### config.mk
export PLATFORM = sky130hd
export DESIGN_NAME = alu_mc_flat
export DESIGN_NICKNAME = d
export VERILOG_FILES = /design/src/rtl/alu_mc_if.sv /design/src/rtl/alu_mc.sv /design/src/flat_wrapper.sv
export SDC_FILE = /design/constraint.sdc
export NUM_CORES = 1
export LEC_CHECK = 0
export ABC_AREA = 1
export CAP_MARGIN = 5
export CORE_UTILIZATION = 30
export DETAILED_ROUTE_END_ITERATION = 10
export PLACE_DENSITY_LB_ADDON = 0.2
export SKIP_LAST_GASP = 1
export SYNTH_ARGS = -nofsm -noshare
export SYNTH_HDL_FRONTEND = slang
export SYNTH_SLANG_ARGS = --single-unit
### constraint.sdc
create_clock -name clk -period 5.5 [get_ports clk]
set_input_delay 1.375 -clock clk [delete_from_list [all_inputs] [get_ports clk]]
set_output_delay 1.375 -clock clk [all_outputs]
set_load 0.02 [all_outputs]
### src/rtl/alu_mc_if.sv
// -----------------------------------------------------------------------------
// alu_mc_if
// Handshake and data bundle for the multi-cycle ALU (alu_mc).
//
// Request side (master -> slave):
//   in_valid   request present
//   A, B       operands (B[SHW-1:0] doubles as the shift amount)
//   ALU_Sel    4-bit opcode
//   out_ready  consumer accepts the current result
// Response side (slave -> master):
//   in_ready   ALU can take a request this cycle
//   out_valid  ALU_Out and the flags are valid
//   ALU_Out    result
//   CarryOut, Zero, Negative, Overflow   status flags
// -----------------------------------------------------------------------------
interface alu_mc_if #(
  parameter int WIDTH = 16
);

  logic             in_valid;
  logic             in_ready;
  logic [WIDTH-1:0] A;
  logic [WIDTH-1:0] B;
  logic [3:0]       ALU_Sel;
  logic             out_valid;
  logic             out_ready;
  logic [WIDTH-1:0] ALU_Out;
  logic             CarryOut;
  logic             Zero;
  logic             Negative;
  logic             Overflow;

  // Requester / result consumer side
  modport master (
    output in_valid, A, B, ALU_Sel, out_ready,
    input  in_ready, out_valid, ALU_Out, CarryOut, Zero, Negative, Overflow
  );

  // ALU side
  modport slave (
    input  in_valid, A, B, ALU_Sel, out_ready,
    output in_ready, out_valid, ALU_Out, CarryOut, Zero, Negative, Overflow
  );

endinterface

### src/rtl/alu_mc.sv
// -----------------------------------------------------------------------------
// alu_mc
// Multi-cycle ALU with a valid/ready request port and a valid/ready result
// port. Logic and add/sub style operations finish one cycle after accept;
// shifts move one bit per cycle and multiply is an iterative shift-add that
// consumes one multiplier bit per cycle.
//
// Ports:
//   clk    rising-edge clock
//   reset  asynchronous, active-high reset
//   bus    alu_mc_if.slave: in_valid/in_ready, A, B, ALU_Sel,
//          out_valid/out_ready, ALU_Out, CarryOut, Zero, Negative, Overflow
//
// Parameters:
//   WIDTH  operand/result width (4..64)
//   SHW    shift-amount field width, derived from WIDTH
// -----------------------------------------------------------------------------
module alu_mc #(
  parameter int WIDTH = 16,
  parameter int SHW   = $clog2(WIDTH)
) (
  input  logic    clk,
  input  logic    reset,
  alu_mc_if.slave bus
);

  // Step counter must hold WIDTH itself for the multiply.
  localparam int CW = $clog2(WIDTH + 1);

  localparam logic [3:0] OP_ADD  = 4'b0000;
  localparam logic [3:0] OP_SUB  = 4'b0001;
  localparam logic [3:0] OP_AND  = 4'b0010;
  localparam logic [3:0] OP_OR   = 4'b0011;
  localparam logic [3:0] OP_XOR  = 4'b0100;
  localparam logic [3:0] OP_NOTA = 4'b0101;
  localparam logic [3:0] OP_NOTB = 4'b0110;
  localparam logic [3:0] OP_CLR  = 4'b0111;
  localparam logic [3:0] OP_SHL  = 4'b1000;
  localparam logic [3:0] OP_SHR  = 4'b1001;
  localparam logic [3:0] OP_MUL  = 4'b1010;

  typedef enum logic [1:0] {
    IDLE,
    BUSY,
    DONE
  } state_t;

  state_t             state;
  logic               ready;
  logic               valid;
  logic [WIDTH-1:0]   result;
  logic               carry;
  logic               zero;
  logic               negative;
  logic               overflow;

  // Captured operation context for the iterative ops
  logic               op_mul;
  logic               op_left;
  logic [CW-1:0]      cnt;
  logic [WIDTH-1:0]   sh_reg;
  logic [2*WIDTH-1:0] acc;
  logic [2*WIDTH-1:0] mcand;
  logic [WIDTH-1:0]   mplier;

  // Combinational single-cycle datapath, evaluated on the live inputs
  logic [WIDTH:0]     add_full;
  logic [WIDTH-1:0]   diff;
  logic [SHW-1:0]     amt;
  logic [WIDTH-1:0]   alu_res;
  logic               alu_carry;
  logic               alu_ovf;
  logic               needs_busy;

  // Iterative step values
  logic [WIDTH-1:0]   sh_next;
  logic               sh_bit;
  logic [2*WIDTH-1:0] acc_next;
  logic [WIDTH-1:0]   fin_res;
  logic               fin_carry;

  assign bus.in_ready  = ready;
  assign bus.out_valid = valid;
  assign bus.ALU_Out   = result;
  assign bus.CarryOut  = carry;
  assign bus.Zero      = zero;
  assign bus.Negative  = negative;
  assign bus.Overflow  = overflow;

  // Result of every op that completes straight from IDLE. Shifts by zero
  // land in the default branch, which passes A through with carry 0.
  always_comb begin
    add_full   = {1'b0, bus.A} + {1'b0, bus.B};
    diff       = bus.A - bus.B;
    amt        = bus.B[SHW-1:0];
    alu_res    = bus.A;
    alu_carry  = 1'b0;
    alu_ovf    = 1'b0;
    case (bus.ALU_Sel)
      OP_ADD: begin
        alu_res   = add_full[WIDTH-1:0];
        alu_carry = add_full[WIDTH];
        // Same-sign operands producing a different-sign sum
        alu_ovf   = (bus.A[WIDTH-1] == bus.B[WIDTH-1]) &&
                    (add_full[WIDTH-1] != bus.A[WIDTH-1]);
      end
      OP_SUB: begin
        alu_res   = diff;
        alu_carry = (bus.A < bus.B);
        // Opposite-sign operands where the difference takes B's sign
        alu_ovf   = (bus.A[WIDTH-1] != bus.B[WIDTH-1]) &&
                    (diff[WIDTH-1] != bus.A[WIDTH-1]);
      end
      OP_AND:  alu_res = bus.A & bus.B;
      OP_OR:   alu_res = bus.A | bus.B;
      OP_XOR:  alu_res = bus.A ^ bus.B;
      OP_NOTA: alu_res = ~bus.A;
      OP_NOTB: alu_res = ~bus.B;
      OP_CLR:  alu_res = '0;
      default: alu_res = bus.A;
    endcase
    needs_busy = (bus.ALU_Sel == OP_MUL) ||
                 (((bus.ALU_Sel == OP_SHL) || (bus.ALU_Sel == OP_SHR)) &&
                  (amt != '0));
  end

  // One shift step or one shift-add step, plus the value that is published
  // when the final step is taken (so the last step's effect is included).
  always_comb begin
    sh_next  = op_left ? {sh_reg[WIDTH-2:0], 1'b0} : {1'b0, sh_reg[WIDTH-1:1]};
    sh_bit   = op_left ? sh_reg[WIDTH-1] : sh_reg[0];
    acc_next = acc + (mplier[0] ? mcand : '0);
    if (op_mul) begin
      fin_res   = acc_next[WIDTH-1:0];
      fin_carry = |acc_next[2*WIDTH-1:WIDTH];
    end else begin
      fin_res   = sh_next;
      fin_carry = sh_bit;
    end
  end

  // Control FSM and all registered outputs. Results are only written on the
  // transition into DONE, so ALU_Out and the flags keep the last result in
  // IDLE and BUSY, and an operation cut short by reset never publishes.
  always_ff @(posedge clk or posedge reset) begin
    if (reset) begin
      state    <= IDLE;
      ready    <= 1'b1;
      valid    <= 1'b0;
      result   <= '0;
      carry    <= 1'b0;
      zero     <= 1'b0;
      negative <= 1'b0;
      overflow <= 1'b0;
      op_mul   <= 1'b0;
      op_left  <= 1'b0;
      cnt      <= '0;
      sh_reg   <= '0;
      acc      <= '0;
      mcand    <= '0;
      mplier   <= '0;
    end else begin
      case (state)
        IDLE: begin
          if (bus.in_valid) begin
            ready <= 1'b0;
            if (needs_busy) begin
              state   <= BUSY;
              op_mul  <= (bus.ALU_Sel == OP_MUL);
              op_left <= (bus.ALU_Sel == OP_SHL);
              sh_reg  <= bus.A;
              acc     <= '0;
              mcand   <= {{WIDTH{1'b0}}, bus.A};
              mplier  <= bus.B;
              cnt     <= (bus.ALU_Sel == OP_MUL) ? CW'(WIDTH) : CW'(amt);
            end else begin
              state    <= DONE;
              valid    <= 1'b1;
              result   <= alu_res;
              carry    <= alu_carry;
              overflow <= alu_ovf;
              zero     <= (alu_res == '0);
              negative <= alu_res[WIDTH-1];
            end
          end
        end
        BUSY: begin
          if (op_mul) begin
            acc    <= acc_next;
            mcand  <= mcand << 1;
            mplier <= mplier >> 1;
          end else begin
            sh_reg <= sh_next;
          end
          cnt <= cnt - CW'(1);
          if (cnt == CW'(1)) begin
            state    <= DONE;
            valid    <= 1'b1;
            result   <= fin_res;
            carry    <= fin_carry;
            overflow <= 1'b0;
            zero     <= (fin_res == '0);
            negative <= fin_res[WIDTH-1];
          end
        end
        DONE: begin
          if (bus.out_ready) begin
            state <= IDLE;
            valid <= 1'b0;
            ready <= 1'b1;
          end
        end
        default: begin
          state <= IDLE;
          valid <= 1'b0;
          ready <= 1'b1;
        end
      endcase
    end
  end

endmodule

### src/flat_wrapper.sv
// flat-port wrapper written by rule: the top's interface ports become plain ports
module alu_mc_flat 
#(
  parameter int WIDTH = 16,
  parameter int SHW   = $clog2(WIDTH)
)
  (clk, reset, bus_in_valid, bus_A, bus_B, bus_ALU_Sel, bus_out_ready, bus_in_ready, bus_out_valid, bus_ALU_Out, bus_CarryOut, bus_Zero, bus_Negative, bus_Overflow);
  alu_mc_if #(.WIDTH(WIDTH)) bus_i ();
  input  logic clk;
  input  logic reset;
  input wire logic [$bits(bus_i.in_valid)-1:0] bus_in_valid;
  input wire logic [$bits(bus_i.A)-1:0] bus_A;
  input wire logic [$bits(bus_i.B)-1:0] bus_B;
  input wire logic [$bits(bus_i.ALU_Sel)-1:0] bus_ALU_Sel;
  input wire logic [$bits(bus_i.out_ready)-1:0] bus_out_ready;
  output wire logic [$bits(bus_i.in_ready)-1:0] bus_in_ready;
  output wire logic [$bits(bus_i.out_valid)-1:0] bus_out_valid;
  output wire logic [$bits(bus_i.ALU_Out)-1:0] bus_ALU_Out;
  output wire logic [$bits(bus_i.CarryOut)-1:0] bus_CarryOut;
  output wire logic [$bits(bus_i.Zero)-1:0] bus_Zero;
  output wire logic [$bits(bus_i.Negative)-1:0] bus_Negative;
  output wire logic [$bits(bus_i.Overflow)-1:0] bus_Overflow;
  assign bus_i.in_valid = bus_in_valid;
  assign bus_i.A = bus_A;
  assign bus_i.B = bus_B;
  assign bus_i.ALU_Sel = bus_ALU_Sel;
  assign bus_i.out_ready = bus_out_ready;
  assign bus_in_ready = bus_i.in_ready;
  assign bus_out_valid = bus_i.out_valid;
  assign bus_ALU_Out = bus_i.ALU_Out;
  assign bus_CarryOut = bus_i.CarryOut;
  assign bus_Zero = bus_i.Zero;
  assign bus_Negative = bus_i.Negative;
  assign bus_Overflow = bus_i.Overflow;
  alu_mc #(.WIDTH(WIDTH), .SHW(SHW)) u_core (.clk(clk), .reset(reset), .bus(bus_i));
endmodule
# Word level (Yosys, flattened, before mapping)
# Index checks and enable logic that the tools add are counted.
[word_totals]
register_bits = 127
output_inout_bits = 22
word_cells = 131
[classes]
addsub = 4
order_cmp = 1
eq_ne = 24
mux = 61
bitwise = 6
n_reduce_logical = 20
[op_table]
columns = ["operator", "n"]
rows = [
  ["$mux W32", 7],
  ["$mux W16", 11],
  ["$pmux W16 S8", 1],
  ["$pmux W32 S2", 2],
  ["$pmux W16 S2", 3],
  ["$add A32 B32 Y32", 1],
  ["$logic_not A16 Y1", 2],
  ["$not A16 Y16", 2],
  ["$mux W1", 20],
  ["$add A16 B16 Y17", 1],
  ["$and A16 B16 Y16", 1],
  ["$eq A4 B3 Y1 const B", 4],
  ["$lt A16 B16 Y1", 1],
  ["$or A16 B16 Y16", 1],
  ["$reduce_and A4 Y1", 4],
  ["$reduce_or A16 Y1", 1],
  ["$sub A16 B16 Y16", 1],
  ["$xor A16 B16 Y16", 1],
  ["$mux W5", 3],
  ["$eq A4 B4 Y1 const B", 3],
  ["$pmux W1 S2", 6],
  ["$reduce_and A3 Y1", 4],
  ["$pmux W5 S2", 1],
  ["$eq A4 B2 Y1 const B", 2],
  ["other kinds (19)", 33],
]

# Depth between registers and ports, before layout
# Gate-level depths: netlist (run 1).
[depth]
ltp_word = 7
depth_mapped = 22
mapped_depth_nobuf = 20

# Worst setup path before layout (run 1)
# No wires, ideal clock.
[synth_timing]
kind = "in2reg"
from = "input port bus_B[0]"
to = "register u_core.zero, in the netlist u_core.bus.Zero"
arrival_ps = 3015
required_ps = 5423
setup_slack_ps = 2407
path_stages = 16
n_path_buf = 0
cell_sequence = "ha_1 > inv_1 > fa_1 > inv_1 > nand3_1 > nand3_1 > nand2_1 > nand3_1 > nand2_1 > nand3_1 > nand3_1 > nor2_1 > nand2_1 > nor2_1 > nand3_1 > a21oi_1"
[synth_via]
elab_chain_cells = 6
elab_cells_between_ends = 16
[synth_lines]
columns = ["element", "line_no", "rtl"]
rows = [
  ["from (decl)", "flat_wrapper.sv:13", "input wire logic [$bits(bus_i.B)-1:0] bus_B;"],
  ["$sub A16 B16 Y16, or another cell as far along", "alu_mc.sv:94", "diff = bus.A - bus.B;"],
  ["$pmux W16 S8", "alu_mc.sv:99", "case (bus.ALU_Sel)"],
  ["$logic_not A16 Y1", "alu_mc.sv:182", "zero <= (alu_res == '0);"],
  ["$mux W1", "alu_mc.sv:167", "if (needs_busy) begin"],
  ["$mux W1", "alu_mc.sv:165", "if (bus.in_valid) begin"],
  ["$pmux W1 S2", "alu_mc.sv:163", "case (state)"],
  ["to (signal assigned)", "alu_mc.sv:182", ""],
  ["to (signal assigned)", "alu_mc.sv:202", "zero <= (fin_res == '0);"],
  ["to (decl)", "alu_mc.sv:53", "logic zero;"],
]
# Several ways; a longest one is shown, not always the timed one. The select of a mux whose other input is x is not followed.
# A chain may end at the register's enable or synchronous reset.

# Final worst setup path (run 1)
[layout_timing]
from = "input port bus_ALU_Sel[3]"
to = "register u_core.acc[16]"
[layout_via]
elab_chain_cells = 6
elab_cells_between_ends = 8
[layout_lines]
columns = ["element", "line_no", "rtl"]
rows = [
  ["from (decl)", "flat_wrapper.sv:14", "input wire logic [$bits(bus_i.ALU_Sel)-1:0] bus_ALU_Sel;"],
  ["$eq A4 B4 Y1", "alu_mc.sv:123", "(((bus.ALU_Sel == OP_SHL) || (bus.ALU_Sel == OP_SHR)) &&"],
  ["$logic_or A1 B1 Y1", "alu_mc.sv:123", ""],
  ["$logic_and A1 B1 Y1", "alu_mc.sv:123", ""],
  ["$logic_or A1 B1 Y1 (*)", "alu_mc.sv:122", "needs_busy = (bus.ALU_Sel == OP_MUL) ||"],
  ["$ne A2 B1 Y1 (no line) (*)", "-", ""],
  ["$reduce_and A4 Y1 (no line) (*)", "-", ""],
  ["to (signal assigned)", "alu_mc.sv:189", "acc <= acc_next;"],
  ["to (decl)", "alu_mc.sv:62", "logic [2*WIDTH-1:0] acc;"],
]
# Every way passes the cells marked *; elsewhere a longest branch is shown, timed or not.

==> flow_summary.ini, run 1 <==
[sta]
hold_violations = 0
slew_viol_final = 0
tightest_slew_ns = 0.9937
finalCriticalPeriod_ns = 4.070
relSlewSlack = 0.3368
skew_ns = 0.01245
grt_setup_unrepaired = false
setup_viol = 0
fin_crit_sh = 0.7400
worst_slack_ns = 1.430
finalSetupTns_ns = 0
maxClockFrequency_mhz = 245.7

[power_and_ir_drop]
power_w = 0.004840
p_per_area_nw_per_um2 = 355.2
ir_worst_vdd_v = 0.0002198
p_leak_nw = 7.192

[cts]
cts_buffer_depth = 2
cts.sinks = 126
postCtsSetupBuffers = 0
cts_tree = built
cts_resized = 0
cts.clk_slew.worst_paths_ns = 0.07
htreeDepth = 4
cts_hold_buf = 0
cts_buffers = 17
ctsRootBufferMaster = clkbuf_16
clkLatencyLatePin_ns = 0.45

[worst_hold_path]
holdPathStages = 2
hp-class = reg -> reg

[synth]
synth_nets = 2086
synthCells = 1959
synth_cell_types = 49
ys_seq_area_frac = 0.2651
avgSynthCellArea_um2 = 6.075
syn_area_um2 = 11900
synthFlopType = dfrtp_1
synth_seq_cells = 126
ys_warn_count = 0
async_reset_ff_frac = 1.000
synth-edff-count = 0

[detailed_routing]
first_pass_iters = 5
num_vias = 12370
avgViaCountPerCell = 4.916
wl_um = 41620
wl_per_cell_um = 16.54
drt_iter0_drc = 930
drc = 0
ant_nets = 0

[critical_path]
worstPathArrival_ns = 4.40
crit_type = in -> reg
critPathLaunchType = input pin
path_max_fanout = 37
required_ns = 5.83
cp-end-kind = register
worstRegToRegCells = 18
reg2reg_setup_slack_ns = 2.20

[placement]
io_buffers = 61
post-place-ws_ns = 1.052
dpl.hpwl_um = 32980
placed_area_um2 = 12950
gp_congestion = 0.9261

[floorplan]
ios = 62
dieWidth_um = 201.2
die_h_um = 201.2
rows = 72
design.die.area_um2 = 40470
start_util = 0.3058
core_um2 = 38920

[global_route]
grt_overflow = 0
grt_usage = 0.2084
grt_pass1_vias = 12120
grt_pass1_wl_um = 65920
grt_max_degree = 89
antenna_found_initial = 0

[finish]
drive_gt1_frac = 0.03704
synthToLayoutAreaGrowth_pct = 14.52
post-route-util = 0.3502
stdcell_area_um2 = 13630
largest_registers = u_core.acc: 32 flops, u_core.mcand: 32 flops
layout_commonest_cell = nand2_1
layout_common_cells = nand2_1, inv_1, nor2_1
multiInputGateArea_um2 = 7164
fill_cells = 4405
antenna_cells = 0
regArea_um2 = 3154
nNetsFinal = 2112

[run]
max-cap-violations = 0

[run_status]
status = complete, no violations
[kinds of logic (layout without fill, tap and decap cells)]
logic type                 after synthesis  in the layout  synth area share
adders and majority gates               87             87           0.09337
xor gates and xnor gates                 6              6          0.004417
AOI/OAI and AO/OA                      297            297            0.1418
buffers and inverters                  404            443            0.1335
muxes                                    2              2          0.001892
and+or+nand+nor                       1037           1037            0.3599
DFF                                    126            126            0.2651
[through the flow]
step | instances | hold WS [ns]
after floorplan | 1959 | 0.4422
after global placement | 2484 | 0.4697
after detailed placement | 2484 | 0.4666
after CTS | 2516 | 0.4830
after global routing | 2516 | 0.5059
final | 2516 | 0.4808
[critical path, cell delays in order]
cell,delay (ns)
clkdlybuf4s50_1,0.97
inv_4,0.25
nor2_4,0.19
nand2_2,0.10
inv_2,0.09
a31oi_2,0.06
nand2_1,0.10
nand2_2,0.10
nor2_4,0.38
inv_2,0.43
a22o_1,0.33
[layout make-up]
type,count,area share
sequential,126,0.2315
clock inverter,14,0.01744
clock buffer,18,0.03223
multi-input combinational,1429,0.5257
tap,518,0.04756
inverter,336,0.09310
timing repair buffer,75,0.05252
[metal layers]
layer	global-route usage	vias up	wire [µm]
met5	0	-	0
met4	0.07852	0	1100
met3	0.02883	51	1816
met2	0.3616	325	20210
met1	0.2608	5730	18490
li1	-	6263	-
[power by group]
part | switching, W | leakage, nW | internal, W | total (W)
sequential | 0.000228 | 1.63 | 0.00123 | 0.00146
combinational | 0.00134 | 5.24 | 0.000708 | 0.00205
clock | 0.000470 | 0.330 | 0.000862 | 0.00133
[path summary, 6_finish.rpt]
kind                                  start          endpoint
min                        u_core.mplier[3]  u_core.mplier[3]
max reg2reg                u_core.mplier[0]   u_core.bus.Zero
min reg2reg                u_core.mplier[3]  u_core.mplier[3]
max                          bus_ALU_Sel[3]    u_core.acc[16]
max in group asynchronous             reset  u_core.mcand[14]
min in group asynchronous             reset  u_core.mcand[21]
[cells in the mapped netlist, drive strengths merged (3+ instances only)]
cell type,number,area (µm²)
a31oi,4,31.28
a22o,11,96.34
nor3,16,85.08
dfrtp,125,3128
a21oi,54,270.3
fa,3,60.06
inv,335,1260
xor2,3,26.28
nor2,157,621.8
o21ai,156,780.7
nand4,32,200.2
and2,9,56.30
o211ai,19,142.6
xnor2,3,26.28
nand3b,8,60.06
o21bai,4,30.03
nand3,139,695.7
clkbuf,30,115.1
o22ai,30,187.7
buf,38,210.2
ha,84,1051
o21a,4,30.03
a211oi,3,22.52
a21o,3,22.52
nand2,671,2531
No activity file was read; power rests on OpenSTA's default activity.
==> run 2, diff against run 1 <==
Clock period 5.5 ns to 3.66 ns, I/O delays scaled along.
==> run 2 against run 1 <==
  * Worst setup slack got worse by 1.2 ns
  * Register-to-register slack worse by 1.8 ns
  * Hold slack lost 0.0020 ns
  * Highest routed layer unchanged
  * Global-route usage up 0.95 points
  * Sequential cell count unchanged
  * Clock skew is 0.0023 ns lower
  * Non-clock buffer count up 73
  * Via count grew 1.0%
  * Clock power rose by 30%
  * Cell count increased by 2.9%
  * Critical endpoint is now u_core.bus.CarryOut
==> flow_summary.ini, run 2 (synthesis results as in run 1) <==
[run_status]
status = complete, no violations

[placement]
post-place-ws_ns = -0.2257
gp_congestion = 0.9679
io_buffers = 61
dpl.hpwl_um = 34930

[finish]
nNetsFinal = 2185
largest_registers = u_core.acc: 32 flops, u_core.mcand: 32 flops
fill_cells = 4364
layout_commonest_cell = nand2_1
antenna_cells = 0
layout_common_cells = nand2_1, inv_1, nor2_1
synthToLayoutAreaGrowth_pct = 18.84
post-route-util = 0.3634
drive_gt1_frac = 0.07098

[detailed_routing]
first_pass_iters = 7
drc = 0
num_vias = 12490
wl_per_cell_um = 16.67
avgViaCountPerCell = 4.825
drt_iter0_drc = 596
ant_nets = 0
wl_um = 43150

[worst_hold_path]
min_from = u_core.mplier[2]
worst_hold_path.endpoint = u_core.mplier[2]
holdPathStages = 2
hp-class = reg -> reg

[sta]
maxClockFrequency_mhz = 289.2
skew_ns = 0.01015
slew_viol_final = 0
grt_setup_unrepaired = false
tightest_slew_ns = 0.8709
fin_crit_sh = 0.9448
relSlewSlack = 0.4194
worst_slack_ns = 0.2019
hold_violations = 0
setup_viol = 0
finalCriticalPeriod_ns = 3.458
whs_ns = 0.4788

[cts]
ctsRootBufferMaster = clkbuf_16
cts.clk_slew.worst_paths_ns = 0.07
cts.sinks = 126
cts_resized = 0
postCtsSetupBuffers = 0
cts_buffer_depth = 2
cts_tree = built
cts_hold_buf = 0
htreeDepth = 4
cts_buffers = 17
clkLatencyLatePin_ns = 0.44

[critical_path]
path_max_fanout = 7
critPathLaunchType = input pin
worstReg2RegStart = u_core.mplier[0]
crit_type = in -> reg
reg2reg_to = u_core.bus.CarryOut
cp-end-kind = register
worstRegToRegCells = 17
reg2reg_setup_slack_ns = 0.41
required_ns = 4.02
worstPathArrival_ns = 3.82

[floorplan]
start_util = 0.3058
rows = 72
dieWidth_um = 201.2
design.die.area_um2 = 40470
core_um2 = 38920
die_h_um = 201.2
ios = 62

[global_route]
grt_pass1_wl_um = 68810
antenna_found_initial = 0
grt_max_degree = 57
grt_pass1_vias = 12470
grt_usage = 0.2179
grt_overflow = 0

[run]
max-cap-violations = 0

[power_and_ir_drop]
ir_worst_vdd_v = 0.0003304
p_per_area_nw_per_um2 = 504.4
p_leak_nw = 7.516
[run 2: power breakdown]
part	internal [W]	switching [W]
Combinational	0.00116	0.00206
Sequential	0.00185	0.000336
Clock	0.000986	0.000744
[run 2: worst max-delay path, cell delays in order]
cell and delay [ns]:
clkdlybuf4s50_1 0.55, inv_1 0.08, ha_1 0.37, buf_4 0.18
inv_1 0.09, nand2_1 0.07, nand2_1 0.06, nand2_1 0.10
nand3_1 0.15, nand2_1 0.14, nand3_1 0.08, nand2_1 0.09
a21oi_1 0.07, o21ai_0 0.54, a21oi_1 0.13, a21oi_1 0.18
[run 2: layout make-up]
type	count	area, µm²	share of cell area
Multi-Input combinational cell	1429	7164	0.5066
Sequential cell	126	3154	0.2230
Timing Repair Buffer	148	1326	0.09378
Inverter	336	1267	0.08962
Tap cell	518	648.1	0.04583
Clock buffer	19	452.9	0.03203
Clock inverter	13	128.9	0.009113
[run 2: routing by layer]
layer	vias to the layer above	share of wire	GRT usage
met4	0	0.026	0.06816
met1	5832	0.46	0.2752
met5	-	0	0
met3	48	0.027	0.02624
li1	6385	-	-
met2	228	0.49	0.3845
[run 2: worst max-delay path by stage]
stage	cells after the start	slack, ns	from	end
detailed placement	16	-0.23	bus_B[3]	u_core.bus.CarryOut
global route	16	0.06	bus_B[3]	u_core.bus.CarryOut
floorplan	16	1.03	bus_B[0]	u_core.bus.Zero
CTS	16	0.21	bus_B[3]	u_core.bus.CarryOut
global placement	16	-0.20	bus_B[3]	u_core.bus.CarryOut
finish	16	0.20	bus_B[3]	u_core.bus.CarryOut
[run 2: metrics by stage]
step | setup TNS, ns | cell area (µm²) | cells | total power [W]
after floorplan | 0 | 11900 | 1959 | 0.004253
after detailed placement | -0.2400 | 13560 | 2557 | 0.005427
after global placement | -0.2097 | 13560 | 2557 | 0.005402
final | 0 | 14140 | 2589 | 0.007133
after global routing | 0 | 14140 | 2589 | 0.007722
after CTS | 0 | 14140 | 2589 | 0.007200
==> run 3, diff against run 2 <==
Settings changed: ABC_AREA 1 to 0, SKIP_CTS_REPAIR_TIMING set to 1.
==> run 3 against run 2 <==
  * Fmax shrank 3.0%
  * Cell area grew 2.6%
  * Hold slack gained 0.0033 ns
  * Non-clock buffer count grew 136
  * Critical endpoint is now u_core.bus.Overflow
  * Highest routed layer unchanged
==> flow_summary.ini, run 3 <==
[critical_path]
reg2reg_to = u_core.bus.CarryOut
crit_type = in -> reg
required_ns = 4.03
reg2reg_setup_slack_ns = 0.11
cp-endpoint = u_core.bus.Overflow
worstPathArrival_ns = 3.94
worstRegToRegCells = 15
critPathLaunchType = input pin
worstReg2RegStart = u_core.mplier[0]
cp-end-kind = register
path_max_fanout = 4
critPathLaunch = bus_A[2]

[detailed_routing]
drt_iter0_drc = 722
drc = 0
avgViaCountPerCell = 5.387
first_pass_iters = 5
wl_um = 37520
num_vias = 10760
ant_nets = 0
wl_per_cell_um = 18.79

[synth]
synthCells = 1310
synth_cell_types = 84
synth.area.top_cells = dfrtp_1, ha_1, a21oi_1
netlist.area_leader.share = 0.2958
avgSynthCellArea_um2 = 8.074
async_reset_ff_frac = 1.000
synthTopCellsByCount = nand2_1, a21oi_1, dfrtp_1
synthFlopType = dfrtp_1
yosysTopAreaCell = dfrtp_1
ys_seq_area_frac = 0.2982
synth.most_common_cell = nand2_1
synth_seq_cells = 126
syn_area_um2 = 10580
ys_warn_count = 0
synth-edff-count = 0
synth_nets = 1437

[power_and_ir_drop]
p_int_w = 0.004137
ir_worst_vdd_v = 0.0003083
combPwrFrac = 0.421
power_w = 0.006798
power_frac_seq = 0.322
p_leak_nw = 6.606
switching_share = 0.3915
p_sw_w = 0.002661
p_clk_frac = 0.257
p_per_area_nw_per_um2 = 468.6

[worst_hold_path]
min_from = u_core.mplier[14]
hp-class = reg -> reg

[placement]
gp_congestion = 0.9069
dp_cells = 1953
io_buffers = 61
post-place-ws_ns = -0.6835
dpl.hpwl_um = 28720

[sta]
relSlewSlack = 0.2147
tightest_slew_ns = 1.169
worst_slack_ns = 0.09658
fin_crit_sh = 0.9736
skew_ns = 0.01181
finalCriticalPeriod_ns = 3.563
maxClockFrequency_mhz = 280.6
hold_violations = 0
slew_viol_final = 0
setup_viol = 0
grt_setup_unrepaired = true

[global_route]
grt_pass1_wl_um = 58570
top_usage_layer = met2
use_met1 = 0.2926
grt_util_met2 = 0.3239
grt_max_degree = 75
grt_usage = 0.2075
groute.layer.met3.usage = 0.02988
grt_overflow = 0
grt_pass1_vias = 10490
antenna_found_initial = 0

[finish]
post-route-util = 0.4189
drive_gt1_frac = 0.2516
layout_commonest_cell = buf_4
antenna_cells = 0
nNetsFinal = 1656
synthToLayoutAreaGrowth_pct = 37.16
largest_registers = u_core.acc: 32 flops, u_core.mcand: 32 flops
fin_cells = 1997
layout_common_cells = buf_4, nand2_1, dfrtp_1

[floorplan]
rows = 68
design.die.area_um2 = 36010
die_h_um = 189.8
dieWidth_um = 189.8
ios = 62
core_um2 = 34630
start_util = 0.3054

[cts]
clkLatencyLatePin_ns = 0.44
cts_buffer_depth = 2
cts_tree = built
ctsRootBufferMaster = clkbuf_16
htreeDepth = 4
cts.sinks = 126
cts_buffers = 17
cts.clk_slew.worst_paths_ns = 0.06

[run]
max-cap-violations = 0

[run_status]
status = complete, no violations
-- run 3: cell types whose count changed in the layout (fill, tap and decap cells not counted), sizes merged, moves of 19 or more --
| cell | before | now |
|---|---|---|
| nand3 | 139 | 7 |
| nor2 | 157 | 116 |
| nand4 | 32 | 13 |
| inv | 340 | 69 |
| mux2i | 0 | 27 |
| o21ai | 156 | 113 |
| a22o | 11 | 42 |
| nand2 | 671 | 138 |
| buf | 87 | 222 |
| a21oi | 54 | 130 |
| and2 | 9 | 37 |
-- run 3: layer usage --
metal	up-vias	part of all wire
li1	5210	-
met1	5215	0.48
met2	283	0.46
met3	50	0.040
met4	0	0.023
met5	-	0
-- run 3: metrics by stage --
step           cell area (µm²)  TNS [ns]  hold slack (ns)
2_1_floorplan            10580         0           0.4496
3_3_place_gp             13110    -5.531           0.4646
3_5_place_dp             13110    -6.234           0.4705
4_1_cts                  13710   -0.8442           0.4838
5_1_grt                  14510  -0.08849           0.5026
6_report                 14510         0           0.4822
-- run 3: layout make-up --
class                           instances  area (µm²)
Fill cell                            3427       20120
Multi-Input combinational cell       1034        7476
Sequential cell                       126        3156
Timing Repair Buffer                  284        2457
Tap cell                              455       569.3
Clock buffer                           18       439.2
Inverter                               66       251.5
Clock inverter                         14       157.7
-- run 3: worst min path at each step --
stage	cells after the start	end
global placement	2	u_core.mplier[3]
detailed placement	2	u_core.mplier[2]
global route	1	u_core.mplier[1]
finish	2	u_core.mplier[14]
floorplan	1	u_core.mplier[1]
CTS	1	u_core.mplier[1]
-- run 3: power by group through the flow --
| stage | Sequential, W | Clock (W) | Combinational [W] |
|---|---|---|---|
| global placement | 0.00218 | 0 | 0.00261 |
| floorplan | 0.00215 | 0 | 0.00152 |
| detailed placement | 0.00219 | 0 | 0.00263 |
| finish | 0.00219 | 0.00175 | 0.00286 |
| CTS | 0.00217 | 0.00178 | 0.00264 |
| global route | 0.00224 | 0.00184 | 0.00315 |
-- run 3: logic make-up after synthesis --
family                   count (synthesis)  share of synthesized area
adder cells (fa/ha/maj)                 87                     0.1051
flip-flops                             126                     0.2982
buffers and inverters                  150                    0.05536
AO/OA/AOI/OAI                          456                     0.2844
XOR/XNOR                                33                    0.02733
AND/OR/NAND/NOR                        412                     0.1838
multiplexers                            46                    0.04578
-- run 3: critical path, cell delays in order --
cell and delay (ns):
clkdlybuf4s50_1 0.49, inv_2 0.06, ha_4 0.27, buf_4 0.12, inv_1 0.05, a21boi_1 0.14
buf_4 0.14, nor3_2 0.06, o31ai_2 0.29, a221oi_2 0.11, buf_4 0.17, a221o_1 0.37
o311a_1 0.36, nor4_2 0.28, a21o_1 0.11
